<file path="config.mk">
export PLATFORM = sky130hd
export DESIGN_NAME = udma_eth_rx_ring_sched
export DESIGN_NICKNAME = d
export VERILOG_FILES = /design/src/rtl/udma_eth_pkg.sv /design/src/rtl/udma_eth_rx_ring_sched.sv
export SDC_FILE = /design/constraint.sdc
export NUM_CORES = 1
export LEC_CHECK = 0
export CORE_MARGIN = 2
export CORE_UTILIZATION = 43
export CTS_CLUSTER_SIZE = 28
export DETAILED_ROUTE_END_ITERATION = 6
export HOLD_SLACK_MARGIN = 0.1
export PLACE_DENSITY = 0.86
export SLEW_MARGIN = 25
export SYNTH_ARGS = -nofsm -noshare
export SYNTH_HDL_FRONTEND = slang
export SYNTH_SLANG_ARGS = --single-unit
</file>
<file path="constraint.sdc">
create_clock -name clk_i -period 4.7 [get_ports clk_i]
set_input_delay 0.94 -clock clk_i [delete_from_list [all_inputs] [get_ports clk_i]]
set_output_delay 0.94 -clock clk_i [all_outputs]
set_load 0.03 [all_outputs]
</file>
<file path="src/rtl/udma_eth_pkg.sv">
// Shared types for the uDMA Ethernet RX ring scheduler: FSM states, descriptor record, default buffer size.
package udma_eth_pkg;

   localparam int unsigned BUF_SIZE_DEF = 1536;
   localparam int unsigned DESC_LEN_W   = 16;

   typedef enum logic [2:0] {
      S_IDLE,
      S_CHECK,
      S_ARM,
      S_RECV,
      S_COMMIT,
      S_STALL
   } rx_state_e;

   typedef struct packed {
      logic                  err;
      logic [DESC_LEN_W-1:0] len;
   } desc_t;

endpackage

</file>
<file path="src/rtl/udma_eth_rx_ring_sched.sv">
// RX buffer ring scheduler: arms the uDMA RX channel with the next free buffer, writes back a descriptor per frame.
// ch_en_o lands >=2 cycles after a free buffer is found; holds in ARM while ch_ready_i=0, stalls on busy buffers.
module udma_eth_rx_ring_sched
   import udma_eth_pkg::*;
#(
   parameter  int unsigned L2_AWIDTH_NOAL = 12,
   parameter  int unsigned TRANS_SIZE     = 16,
   parameter  int unsigned NBUF           = 4,
   parameter  int unsigned BUF_SIZE       = BUF_SIZE_DEF,
   localparam int unsigned IDX_W          = $clog2(NBUF)
) (
   input  logic                           clk_i,
   input  logic                           rst_i,
   input  logic                           enable_i,
   input  logic [NBUF*L2_AWIDTH_NOAL-1:0] buf_addr_i,
   input  logic [NBUF-1:0]                buf_busy_i,
   output logic [L2_AWIDTH_NOAL-1:0]      ch_startaddr_o,
   output logic [TRANS_SIZE-1:0]          ch_size_o,
   output logic                           ch_en_o,
   input  logic                           ch_ready_i,
   input  logic                           frame_done_i,
   input  logic [TRANS_SIZE-1:0]          frame_len_i,
   input  logic                           frame_err_i,
   output logic                           desc_wr_o,
   output logic [IDX_W-1:0]               desc_idx_o,
   output logic [TRANS_SIZE-1:0]          desc_len_o,
   output logic                           desc_err_o,
   input  logic                           irq_en_i,
   output logic                           rx_irq_o,
   output logic [IDX_W-1:0]               cur_idx_o,
   output logic                           stall_o,
   output logic [15:0]                    drop_cnt_o
);

   localparam logic [TRANS_SIZE-1:0] BUF_SIZE_T = TRANS_SIZE'(BUF_SIZE);

   rx_state_e                   state_q, state_d;
   logic [IDX_W-1:0]            ptr_q;
   desc_t                       desc_q;
   logic [L2_AWIDTH_NOAL-1:0]   addr_sel;
   logic                        too_long;

   always_comb begin
      addr_sel = '0;
      for (int k = 0; k < NBUF; k++) begin
         if (ptr_q == IDX_W'(k)) addr_sel = buf_addr_i[k*L2_AWIDTH_NOAL +: L2_AWIDTH_NOAL];
      end
   end

   assign too_long = frame_len_i > BUF_SIZE_T;

   // Strict in-order ring: a busy buffer blocks rather than being skipped.
   always_comb begin
      state_d = state_q;
      case (state_q)
         S_IDLE:   if (enable_i) state_d = S_CHECK;
         S_CHECK: begin
            if (!enable_i)               state_d = S_IDLE;
            else if (buf_busy_i[ptr_q])  state_d = S_STALL;
            else                         state_d = S_ARM;
         end
         S_ARM:    if (ch_ready_i) state_d = S_RECV;
         S_RECV:   if (frame_done_i) state_d = S_COMMIT;
         S_COMMIT: state_d = enable_i ? S_CHECK : S_IDLE;
         S_STALL: begin
            if (!enable_i)               state_d = S_IDLE;
            else if (!buf_busy_i[ptr_q]) state_d = S_ARM;
         end
         default:  state_d = S_IDLE;
      endcase
   end

   always_ff @(posedge clk_i) begin
      if (rst_i) begin
         state_q        <= S_IDLE;
         ptr_q          <= '0;
         ch_startaddr_o <= '0;
         ch_size_o      <= '0;
         ch_en_o        <= 1'b0;
         desc_q         <= '0;
      end else begin
         state_q <= state_d;
         ch_en_o <= (state_q == S_ARM) && ch_ready_i;
         if (state_q == S_ARM) begin
            ch_startaddr_o <= addr_sel;
            ch_size_o      <= BUF_SIZE_T;
         end
         if ((state_q == S_RECV) && frame_done_i) begin
            desc_q.len <= DESC_LEN_W'(too_long ? BUF_SIZE_T : frame_len_i);
            desc_q.err <= frame_err_i | too_long;
         end
         if (state_q == S_COMMIT) ptr_q <= ptr_q + IDX_W'(1);
      end
   end

   // Drops are counted even on the cycle the stalled buffer frees up.
   always_ff @(posedge clk_i) begin
      if (rst_i) begin
         drop_cnt_o <= '0;
      end else if ((state_q == S_STALL) && frame_done_i && (drop_cnt_o != 16'hFFFF)) begin
         drop_cnt_o <= drop_cnt_o + 16'd1;
      end
   end

   assign desc_wr_o  = (state_q == S_COMMIT);
   assign desc_idx_o = ptr_q;
   assign desc_len_o = TRANS_SIZE'(desc_q.len);
   assign desc_err_o = desc_q.err;
   assign rx_irq_o   = desc_wr_o & irq_en_i;
   assign cur_idx_o  = ptr_q;
   assign stall_o    = (state_q == S_STALL);

endmodule

</file>
==> impl_metrics.csv, run 1 <==
group,metric,value,unit
outcome,outcome,"finished clean",
floorplanning,chip_width,84.08,µm
power_and_ir_drop,post-layout-total-power,0.8639,mW
worst_setup_path,crit_path_start,"state_q[0]$_SDFFE_PP0P_",
final_layout,most_common_cell_after_layout_fill_and_taps_aside,"sky130_fd_sc_hd__clkdlybuf4s50_1",
place,globalplace.congestion,0.8423,
synthesis,synthesis.yosys.warnings,0,
drt,dr_total_vias,2805,
clock_tree,cts.sinks,52,
global_route,antenna_found_initial,0,
worst_setup_path,timing.critical_path.from_type,"register",
synthesis,syn-instance-count,329,
floorplanning,fp.coreArea,0.006277,mm²
place,place.port_buffers,129,
worst_setup_path,critPathMaxFanout,12,
synthesis,combinational_family_with_the_most_area_after_synthesis,"simple AND/OR/NAND/NOR gates",
global_route,grt.overflow.total,0,
hold_path,worst_hold_startpoint,"desc_len_o[0]$_SDFFE_PP0P_",
global_route,grt_pass1_wl,11920,µm
worst_setup_path,critPathKind,"reg2out",
synthesis,yosysSeqAreaShare,37.75,%
synthesis,synth_fa_ha_area_share,2.269,%
sta,final_report_hold_violation_count,0,
synthesis,synth_xor_xnor_area_share,0.3176,%
floorplanning,rows,29,
power_and_ir_drop,pwr_density_cell,211.2,mW/mm²
synthesis,postSynth.asyncResetShare,0,%
worst_setup_path,crit_path_end_kind,"output port",
clock_tree,cts-resized-gates,0,
final_layout,number_of_nets_in_the_layout,524,
power_and_ir_drop,leak_pwr,1.481,nW
clock_tree,clock_latency,290,ps
synthesis,muxShareOfSynthArea,4.446,%
sta,finalCritPeriodShare,66.22,%
global_route,grt_max_degree,52,
final_layout,layout-drive-gt1-share,2.921,%
synthesis,synth-main-ff-cell,"sky130_fd_sc_hd__dfxtp_1",
sta,grt_setup_unrepaired,"no",
drt,drt_iter0_markers,150,
synthesis,netlist_area_before_placement,0.002758,mm²
final_layout,nFillCells,560,
clock_tree,root_buffer,"sky130_fd_sc_hd__clkbuf_8",
sta,tightest_slew,889.0,ps
sta,min_period,3112,ps
clock_tree,tritoncts.num_buffers,5,
floorplanning,die_h,84.08,µm
drt,routed_wl,7233,µm
run,maxCapViolations,0,
final_layout,final_cell_mix,"sky130_fd_sc_hd__clkdlybuf4s50_1, sky130_fd_sc_hd__dfxtp_1, sky130_fd_sc_hd__nor2_1",
floorplanning,num_io_pins,144,
global_route,grt_usage,19.98,%
power_and_ir_drop,irDropWorstVdd,0.0001276,V
sta,final_max_slew_viol_count,0,
worst_setup_path,arrival,2170,ps
synthesis,synth_compound_area_share,18.69,%
drt,route.detailed.drc,0,
sta,timing.max_slew.rel_slack,40.73,%
drt,drtAntennaViolNets,0,
hold_path,hold_path_class,"reg2reg",
clock_tree,max-clock-path-buffers,2,
sta,finalSetupTns,0,ps
clock_tree,h-tree-depth,2,
synthesis,post_synth_edffs,0,
floorplanning,start_util,43.93,%
drt,firstDrtPassIters,4,
clock_tree,cts_tree,"built",
final_layout,layout-area-overhead-vs-synth,48.32,%
final_layout,ant_diodes,0,
clock_tree,post-cts-setup-buffer-count,0,
sta,max_freq,321.3,MHz
synthesis,synth.avg_cell_area,8.382,µm²
global_route,grt_pass1_vias,2634,
worst_setup_path,cp.required,3760,ps
worst_setup_path,timing.rr.start,"cur_idx_o[0]$_SDFFE_PP0N_",
clock_tree,cts_hold_buf,0,
place,detailedPlacementHpwl,5633,µm
clock_tree,path_clk_slew,90,ps
sta,final.setup_skew,4.640,ps
drt,post_drt_wl_per_cell,13.86,µm
synthesis,synth_simple_gate_area_share,27.22,%
synthesis,register_bit_total_from_synthesis,52,
synthesis,synth_cell_types,45,
sta,finalSetupViolations,0,
floorplanning,die-area,0.007069,mm²
drt,route.detailed.vias_per_inst,5.374,
metrics by stage:
stage               area [µm²]  instances  util (%)  hold slack [ps]  worst slack [ps]
floorplan                 2806        342         -            567.3              1873
finish                    4090        522     65.16            463.6              1588
global placement          3996        514     63.66            441.1              1596
detailed placement        3996        514     63.66            443.6              1588
global route              4090        522     65.16            477.0              1378
CTS                       4090        522     65.16            463.1              1566
Yosys cell counts, types with 2 or more instances:
cell                       instances  share of area (%)
sky130_fd_sc_hd__nor2_1           37                5.0
sky130_fd_sc_hd__dfxtp_1          52                 38
sky130_fd_sc_hd__nand3_1           6                1.1
sky130_fd_sc_hd__nor3_1           19                3.4
sky130_fd_sc_hd__nand2_1          10                1.4
sky130_fd_sc_hd__nor2b_1           9                2.0
sky130_fd_sc_hd__o21ai_0           4               0.73
sky130_fd_sc_hd__or4_1             2               0.54
sky130_fd_sc_hd__o22ai_1           2               0.45
sky130_fd_sc_hd__nor3b_1           2               0.54
sky130_fd_sc_hd__and4_1            2               0.64
sky130_fd_sc_hd__a211oi_1         15                4.1
sky130_fd_sc_hd__a21oi_1          25                4.5
sky130_fd_sc_hd__nand2b_1          6                1.4
sky130_fd_sc_hd__and2_1            6                1.4
sky130_fd_sc_hd__mux2_1            7                2.9
sky130_fd_sc_hd__ha_1              5                2.3
sky130_fd_sc_hd__and3_1            4               0.91
sky130_fd_sc_hd__nor4_1            3               0.68
sky130_fd_sc_hd__or3_1             5                1.1
sky130_fd_sc_hd__inv_1            16                2.2
sky130_fd_sc_hd__a221oi_1         12                3.8
sky130_fd_sc_hd__nand3b_1         12                3.3
sky130_fd_sc_hd__nand4_1           7                1.6
sky130_fd_sc_hd__o31ai_1           4                1.1
sky130_fd_sc_hd__clkbuf_1         15                2.0
sky130_fd_sc_hd__a22o_1            8                2.5
sky130_fd_sc_hd__buf_4            17                4.6
worst max-delay path, stage by stage, from the launching register on:
cell	delay, ps
sky130_fd_sc_hd__dfxtp_1	420
sky130_fd_sc_hd__nor3b_1	570
sky130_fd_sc_hd__and2_1	220
sky130_fd_sc_hd__clkdlybuf4s50_1	670
layer usage:
metal	vias up	track usage, %	part of all wire [%]
met4	0	4.252	0.90
li1	1393	-	-
met5	-	0	0
met2	116	35.57	50
met3	4	5.242	7.9
met1	1292	24.05	41
sequential cells by signal, summed over array words and instances (netlist names):
register,cells
drop_cnt_o,16
ch_en_o,1
desc_err_o,1
desc_len_o,16
ch_size_o,1
state_q,3
ch_startaddr_o,12
cur_idx_o,2
worst paths after layout:
check                                   end  slack (ps)  cells past startpoint
max                                rx_irq_o        1590                      3
min              desc_len_o[0]$_SDFFE_PP0P_         460                      2
max reg2reg  ch_startaddr_o[4]$_SDFFE_PP0N_        2680                      5
min reg2reg      desc_len_o[0]$_SDFFE_PP0P_         460                      2
power by group:
part | switching, mW | leakage, nW | total (mW) | internal [mW]
Combinational | 0.0689 | 1.02 | 0.150 | 0.0810
Clock | 0.142 | 0.0445 | 0.262 | 0.120
Sequential | 0.00553 | 0.420 | 0.452 | 0.446
Total | 0.216 | 1.48 | 0.864 | 0.647
area by class of cell:
class	count	area (µm²)	area share [%]
Tap cell	77	96.34	2.355
Clock inverter	1	7.507	0.1835
Sequential cell	52	1041	25.45
Clock buffer	7	86.33	2.111
Inverter	16	60.06	1.468
Timing Repair Buffer	129	1286	31.45
Multi-Input combinational cell	240	1513	36.98
logic make-up (layout without fill, tap and decap cells):
kind of cell | count (synthesis) | after routing
simple gates | 135 | 135
flops | 52 | 52
fa+ha+maj | 5 | 5
other cells | 1 | 14
mux | 10 | 10
buf+inv | 50 | 153
compound gates | 75 | 75
xor+xnor | 1 | 1
Power figures use the tool's default switching activity.
==> inputs of run 2 (changes only) <==
--- a/config.mk
+++ b/config.mk
@@ -6,11 +6,11 @@
 export NUM_CORES = 1
 export LEC_CHECK = 0
 export CORE_MARGIN = 2
-export CORE_UTILIZATION = 43
+export CORE_UTILIZATION = 40
 export CTS_CLUSTER_SIZE = 28
 export DETAILED_ROUTE_END_ITERATION = 6
 export HOLD_SLACK_MARGIN = 0.1
-export PLACE_DENSITY = 0.86
+export PLACE_DENSITY = 0.81
 export SLEW_MARGIN = 25
 export SYNTH_ARGS = -nofsm -noshare
 export SYNTH_HDL_FRONTEND = slang
==> constraint.sdc (replaced) <==
create_clock -name clk_i -period 3 [get_ports clk_i]
set_input_delay 0.6 -clock clk_i [delete_from_list [all_inputs] [get_ports clk_i]]
set_output_delay 0.6 -clock clk_i [all_outputs]
set_load 0.03 [all_outputs]
==> run 2 against run 1 <==
Net effect:
- utilization is 4.3 points lower
- clock-buffer cell count is 2 lower
- clock power is 33% higher
- hold slack worse by 4.2 ps
- final cell count is 0.57% higher
- sequential share of layout area hardly changed
- flip-flop and latch count stayed put
- clock skew is 1.2 ps higher
- combinational power is 58% higher
- register-to-register slack worse by 1700 ps
- via count hardly changed
- wire length is 1.5% higher
- largest cell class unchanged
==> impl_metrics.csv, run 2 (synthesis gave the netlist of run 1 again) <==
group,metric,value,unit
global_route,grt_usage,18.77,%
worst_setup_path,critPathKind,"reg2out",
clock_tree,root_buffer,"sky130_fd_sc_hd__clkbuf_8",
clock_tree,cts.sinks,52,
worst_setup_path,cp.required,2400,ps
clock_tree,cts_hold_buf,0,
hold_path,hold_path_class,"reg2reg",
final_layout,final_cell_mix,"sky130_fd_sc_hd__clkdlybuf4s50_1, sky130_fd_sc_hd__dfxtp_1, sky130_fd_sc_hd__nor2_1",
sta,tightest_slew,902.9,ps
sta,max_freq,403.9,MHz
drt,drt_iter0_markers,74,
place,placed_area,0.004023,mm²
power_and_ir_drop,post-layout-total-power,1.293,mW
global_route,grtUsageMet2,33.31,%
final_layout,finalNonFillerCells,525,
clock_tree,clock_latency,290,ps
drt,drtAntennaViolNets,0,
final_layout,most_common_cell_after_layout_fill_and_taps_aside,"sky130_fd_sc_hd__clkdlybuf4s50_1",
final_layout,final_core_utilization,60.89,%
floorplanning,fp.coreArea,0.006719,mm²
clock_tree,path_clk_slew,80,ps
clock_tree,cts_tree,"built",
worst_setup_path,timing.rr.start,"cur_idx_o[0]$_SDFFE_PP0N_",
worst_setup_path,regToRegSetupSlack,980,ps
clock_tree,h-tree-depth,2,
worst_setup_path,critPathMaxFanout,12,
worst_setup_path,timing.critical_path.from_type,"register",
floorplanning,rows,30,
drt,firstDrtPassIters,4,
clock_tree,tritoncts.num_buffers,5,
drt,post_drt_wl_per_cell,13.98,µm
floorplanning,die-area,0.007574,mm²
final_layout,design_area,0.004091,mm²
sta,hold-worst-slack,459.5,ps
power_and_ir_drop,irDropWorstVdd,0.0001670,V
worst_setup_path,arrival,1880,ps
worst_setup_path,reg2regPathDepth,6,
sta,final_report_hold_violation_count,0,
floorplanning,chip_width,87.03,µm
sta,grt_setup_unrepaired,"no",
sta,postLayoutSetupSlackWorst,523.9,ps
power_and_ir_drop,leak_pwr,1.487,nW
floorplanning,die_h,87.03,µm
global_route,grt_pass1_vias,2536,
global_route,grt.overflow.total,0,
drt,route.detailed.drc,0,
worst_setup_path,endpoint,"rx_irq_o",
place,detailedPlacementHpwl,5690,µm
place,dp_cells,520,
sta,finalSetupViolations,0,
worst_setup_path,crit_path_end_kind,"output port",
outcome,outcome,"finished clean",
clock_tree,post-cts-setup-buffer-count,0,
global_route,grt_max_degree,28,
sta,min_period,2476,ps
clock_tree,max-clock-path-buffers,2,
floorplanning,start_util,41.04,%
global_route,grt_pass1_wl,11630,µm
sta,final_max_slew_viol_count,0,
sta,finalCritPeriodShare,82.54,%
drt,route.detailed.vias_per_inst,5.339,
drt,routed_wl,7339,µm
floorplanning,num_io_pins,144,
global_route,grt_use_met3,5.972,%
drt,dr_total_vias,2803,
global_route,globalRoute.busiestLayer,"met2",
clock_tree,cts-resized-gates,0,
sta,finalSetupTns,0,ps
power_and_ir_drop,pwr_density_cell,316.0,mW/mm²
place,globalplace.congestion,0.8493,
sta,timing.max_slew.rel_slack,39.58,%
place,place.port_buffers,129,
run,maxCapViolations,0,
global_route,grt_util_met1,21.89,%
final_layout,number_of_nets_in_the_layout,527,
sta,final.setup_skew,5.889,ps
final_layout,layout-drive-gt1-share,3.146,%
final_layout,ant_diodes,0,
global_route,antenna_found_initial,0,
place,pre_cts_slack,443.8,ps
final_layout,layout-area-overhead-vs-synth,48.37,%
worst_setup_path,worst_r2r_endpoint,"ch_startaddr_o[8]$_SDFFE_PP0N_",
worst_setup_path,crit_path_start,"state_q[0]$_SDFFE_PP0P_",
hold_path,min_path_cells,2,
[run 2: metal layers]
layer	wire length [µm]	vias up	part of all wire (%)
met4	38	0	0.52
met2	3607	112	49
li1	-	1392	-
met3	613	2	8.4
met1	3080	1297	42
met5	0	-	0
[run 2: area by class of cell]
| class | count | area (µm²) |
|---|---|---|
| repair buffers | 132 | 1309 |
| multi-input cells | 240 | 1513 |
| well taps | 80 | 100.1 |
| fillers | 588 | 2628 |
| flip-flops and latches | 52 | 1041 |
| clock buffers | 5 | 68.82 |
| inverters | 16 | 60.06 |
[run 2: worst min path at each step]
stage,from,endpoint
global placement,desc_len_o[0]$_SDFFE_PP0P_,desc_len_o[0]$_SDFFE_PP0P_
detailed placement,desc_len_o[11]$_SDFFE_PP0P_,desc_len_o[11]$_SDFFE_PP0P_
CTS,desc_len_o[0]$_SDFFE_PP0P_,desc_len_o[0]$_SDFFE_PP0P_
global route,desc_len_o[11]$_SDFFE_PP0P_,desc_len_o[11]$_SDFFE_PP0P_
floorplan,state_q[1]$_SDFFE_PP0P_,state_q[2]$_SDFFE_PP0P_
finish,desc_len_o[0]$_SDFFE_PP0P_,desc_len_o[0]$_SDFFE_PP0P_
[run 2: where the power goes]
| part | internal (mW) | total, mW | switching [mW] |
|---|---|---|---|
| Sequential | 0.699 | 0.708 | 0.00874 |
| Clock | 0.151 | 0.348 | 0.197 |
| Combinational | 0.129 | 0.237 | 0.108 |
| Total | 0.979 | 1.29 | 0.314 |
[run 2: critical path, stage by stage (launching register included)]
cell,delay [ps]
sky130_fd_sc_hd__dfxtp_1,410
sky130_fd_sc_hd__nor3b_1,220
sky130_fd_sc_hd__buf_4,170
sky130_fd_sc_hd__and2_1,120
sky130_fd_sc_hd__clkdlybuf4s50_1,660
==> inputs of run 3 (changes only) <==
==> constraint.sdc (replaced) <==
create_clock -name clk_i -period 2.6 [get_ports clk_i]
set_input_delay 0.52 -clock clk_i [delete_from_list [all_inputs] [get_ports clk_i]]
set_output_delay 0.52 -clock clk_i [all_outputs]
set_load 0.03 [all_outputs]
==> run 3 against run 2 <==
Net effect:
- wire length up 1.9%
- clock power up 60%
- critical path type unchanged
- global-route usage up 0.16 points
- largest power group unchanged
- critical endpoint unchanged
- via count down 0.18%
- clock-buffer cell count unchanged
==> impl_metrics.csv, run 3 (synthesis gave the netlist of run 1 again) <==
group,metric,value,unit
place,detailedPlacementHpwl,5723,µm
drt,post_drt_wl_per_cell,14.05,µm
clock_tree,cts_tree,"built",
global_route,globalRoute.busiestLayer,"met2",
sta,max_freq,407.4,MHz
sta,grt_setup_unrepaired,"no",
hold_path,hold_path_end,"desc_len_o[0]$_SDFFE_PP0P_",
global_route,grt_pass1_vias,2543,
final_layout,number_of_nets_in_the_layout,531,
worst_setup_path,cp.required,2080,ps
place,place.port_buffers,129,
drt,firstDrtPassIters,4,
worst_setup_path,timing.rr.start,"cur_idx_o[0]$_SDFFE_PP0N_",
floorplanning,fp.coreArea,0.006719,mm²
global_route,grtUsageMet2,34.49,%
clock_tree,cts_hold_buf,0,
clock_tree,path_clk_slew,100,ps
global_route,grt_util_met1,21.85,%
clock_tree,cts.sinks,52,
final_layout,layout-drive-gt1-share,4.646,%
final_layout,ant_diodes,0,
worst_setup_path,reg2regPathDepth,5,
final_layout,nFillCells,610,
floorplanning,num_io_pins,144,
sta,final.setup_skew,7.003,ps
clock_tree,clock_latency,310,ps
final_layout,layout-area-overhead-vs-synth,51.00,%
hold_path,min_path_cells,2,
drt,routed_wl,7477,µm
sta,finalSetupTns,0,ps
outcome,outcome,"finished clean",
sta,timing.max_slew.rel_slack,43.65,%
hold_path,hold_path_class,"reg2reg",
global_route,grt_max_degree,38,
sta,finalCritPeriodShare,94.41,%
drt,dr_total_vias,2798,
global_route,antenna_found_initial,0,
drt,route.detailed.vias_per_inst,5.259,
floorplanning,die_h,87.03,µm
power_and_ir_drop,post-layout-total-power,1.649,mW
worst_setup_path,timing.critical_path.from_type,"register",
clock_tree,tritoncts.num_buffers,5,
global_route,grt_use_met3,5.498,%
worst_setup_path,worst_r2r_endpoint,"ch_startaddr_o[8]$_SDFFE_PP0N_",
clock_tree,cts-resized-gates,0,
clock_tree,root_buffer,"sky130_fd_sc_hd__clkbuf_8",
global_route,grt_usage,18.93,%
sta,final_max_slew_viol_count,0,
sta,min_period,2455,ps
drt,route.detailed.drc,0,
final_layout,most_common_cell_after_layout_fill_and_taps_aside,"sky130_fd_sc_hd__clkdlybuf4s50_1",
final_layout,final_cell_mix,"sky130_fd_sc_hd__clkdlybuf4s50_1, sky130_fd_sc_hd__dfxtp_1, sky130_fd_sc_hd__nor2_1",
sta,final_report_hold_violation_count,0,
clock_tree,max-clock-path-buffers,2,
floorplanning,die-area,0.007574,mm²
worst_setup_path,crit_path_end_kind,"output port",
global_route,grt.overflow.total,0,
sta,finalSetupViolations,0,
worst_setup_path,critPathMaxFanout,6,
floorplanning,start_util,41.04,%
clock_tree,post-cts-setup-buffer-count,0,
worst_setup_path,regToRegSetupSlack,590,ps
drt,drt_iter0_markers,76,
global_route,grt_pass1_wl,11650,µm
power_and_ir_drop,irDropWorstVdd,0.0002064,V
power_and_ir_drop,leak_pwr,1.526,nW
hold_path,worst_hold_startpoint,"desc_len_o[0]$_SDFFE_PP0P_",
drt,drtAntennaViolNets,0,
place,globalplace.congestion,0.7966,
run,maxCapViolations,0,
floorplanning,rows,30,
worst_setup_path,critPathKind,"reg2out",
sta,tightest_slew,842.1,ps
worst_setup_path,arrival,1930,ps
floorplanning,chip_width,87.03,µm
power_and_ir_drop,pwr_density_cell,396.0,mW/mm²
clock_tree,h-tree-depth,2,
==> run 3: area by class of cell <==
| class | count | area (µm²) | share of cell area, % |
|---|---|---|---|
| clock buffer | 5 | 68.82 | 1.653 |
| multi-input combinational | 240 | 1513 | 36.33 |
| tap | 80 | 100.1 | 2.404 |
| sequential | 52 | 1041 | 25.00 |
| inverter | 16 | 60.06 | 1.442 |
| clock inverter | 3 | 42.54 | 1.022 |
| timing repair buffer | 136 | 1339 | 32.15 |
==> run 3: through the flow <==
stage                     instances  util, %  worst slack, ps  hold slack (ps)  cell area [µm²]
after detailed placement        524    60.32            253.9            449.7             4053
after global placement          524    60.32            306.6            440.7             4053
after CTS                       532    61.97            127.7            463.8             4164
final                           532    61.97            145.3            464.9             4164
after global routing            532    61.97            67.95            497.5             4164
after floorplan                 342        -            193.3            567.3             2806
==> run 3: report_power, final <==
group	internal, mW	switching [mW]	total (mW)
Clock	0.285	0.272	0.557
Sequential	0.807	0.00777	0.815
Combinational	0.149	0.128	0.277
==> run 3: routing by layer <==
layer,routed length (µm),vias up
met5,0,-
met3,558,7
li1,-,1410
met1,3161,1278
met2,3680,103
met4,77,0
==> run 3: worst max path at each step <==
stage / cells after the start / from / endpoint
detailed placement: 5 / frame_done_i / drop_cnt_o[12]$_SDFFE_PP0P_
global route: 4 / state_q[2]$_SDFFE_PP0P_ / rx_irq_o
floorplan: 3 / state_q[0]$_SDFFE_PP0P_ / rx_irq_o
global placement: 5 / frame_done_i / drop_cnt_o[12]$_SDFFE_PP0P_
finish: 4 / state_q[2]$_SDFFE_PP0P_ / rx_irq_o
CTS: 4 / state_q[2]$_SDFFE_PP0P_ / rx_irq_o
==> run 3: critical path: stages (launching register included) <==
cell and delay, ps:
sky130_fd_sc_hd__dfxtp_1 410, sky130_fd_sc_hd__nor3b_1 240, sky130_fd_sc_hd__buf_4 180, sky130_fd_sc_hd__and2_1 130, sky130_fd_sc_hd__clkdlybuf4s50_1 670
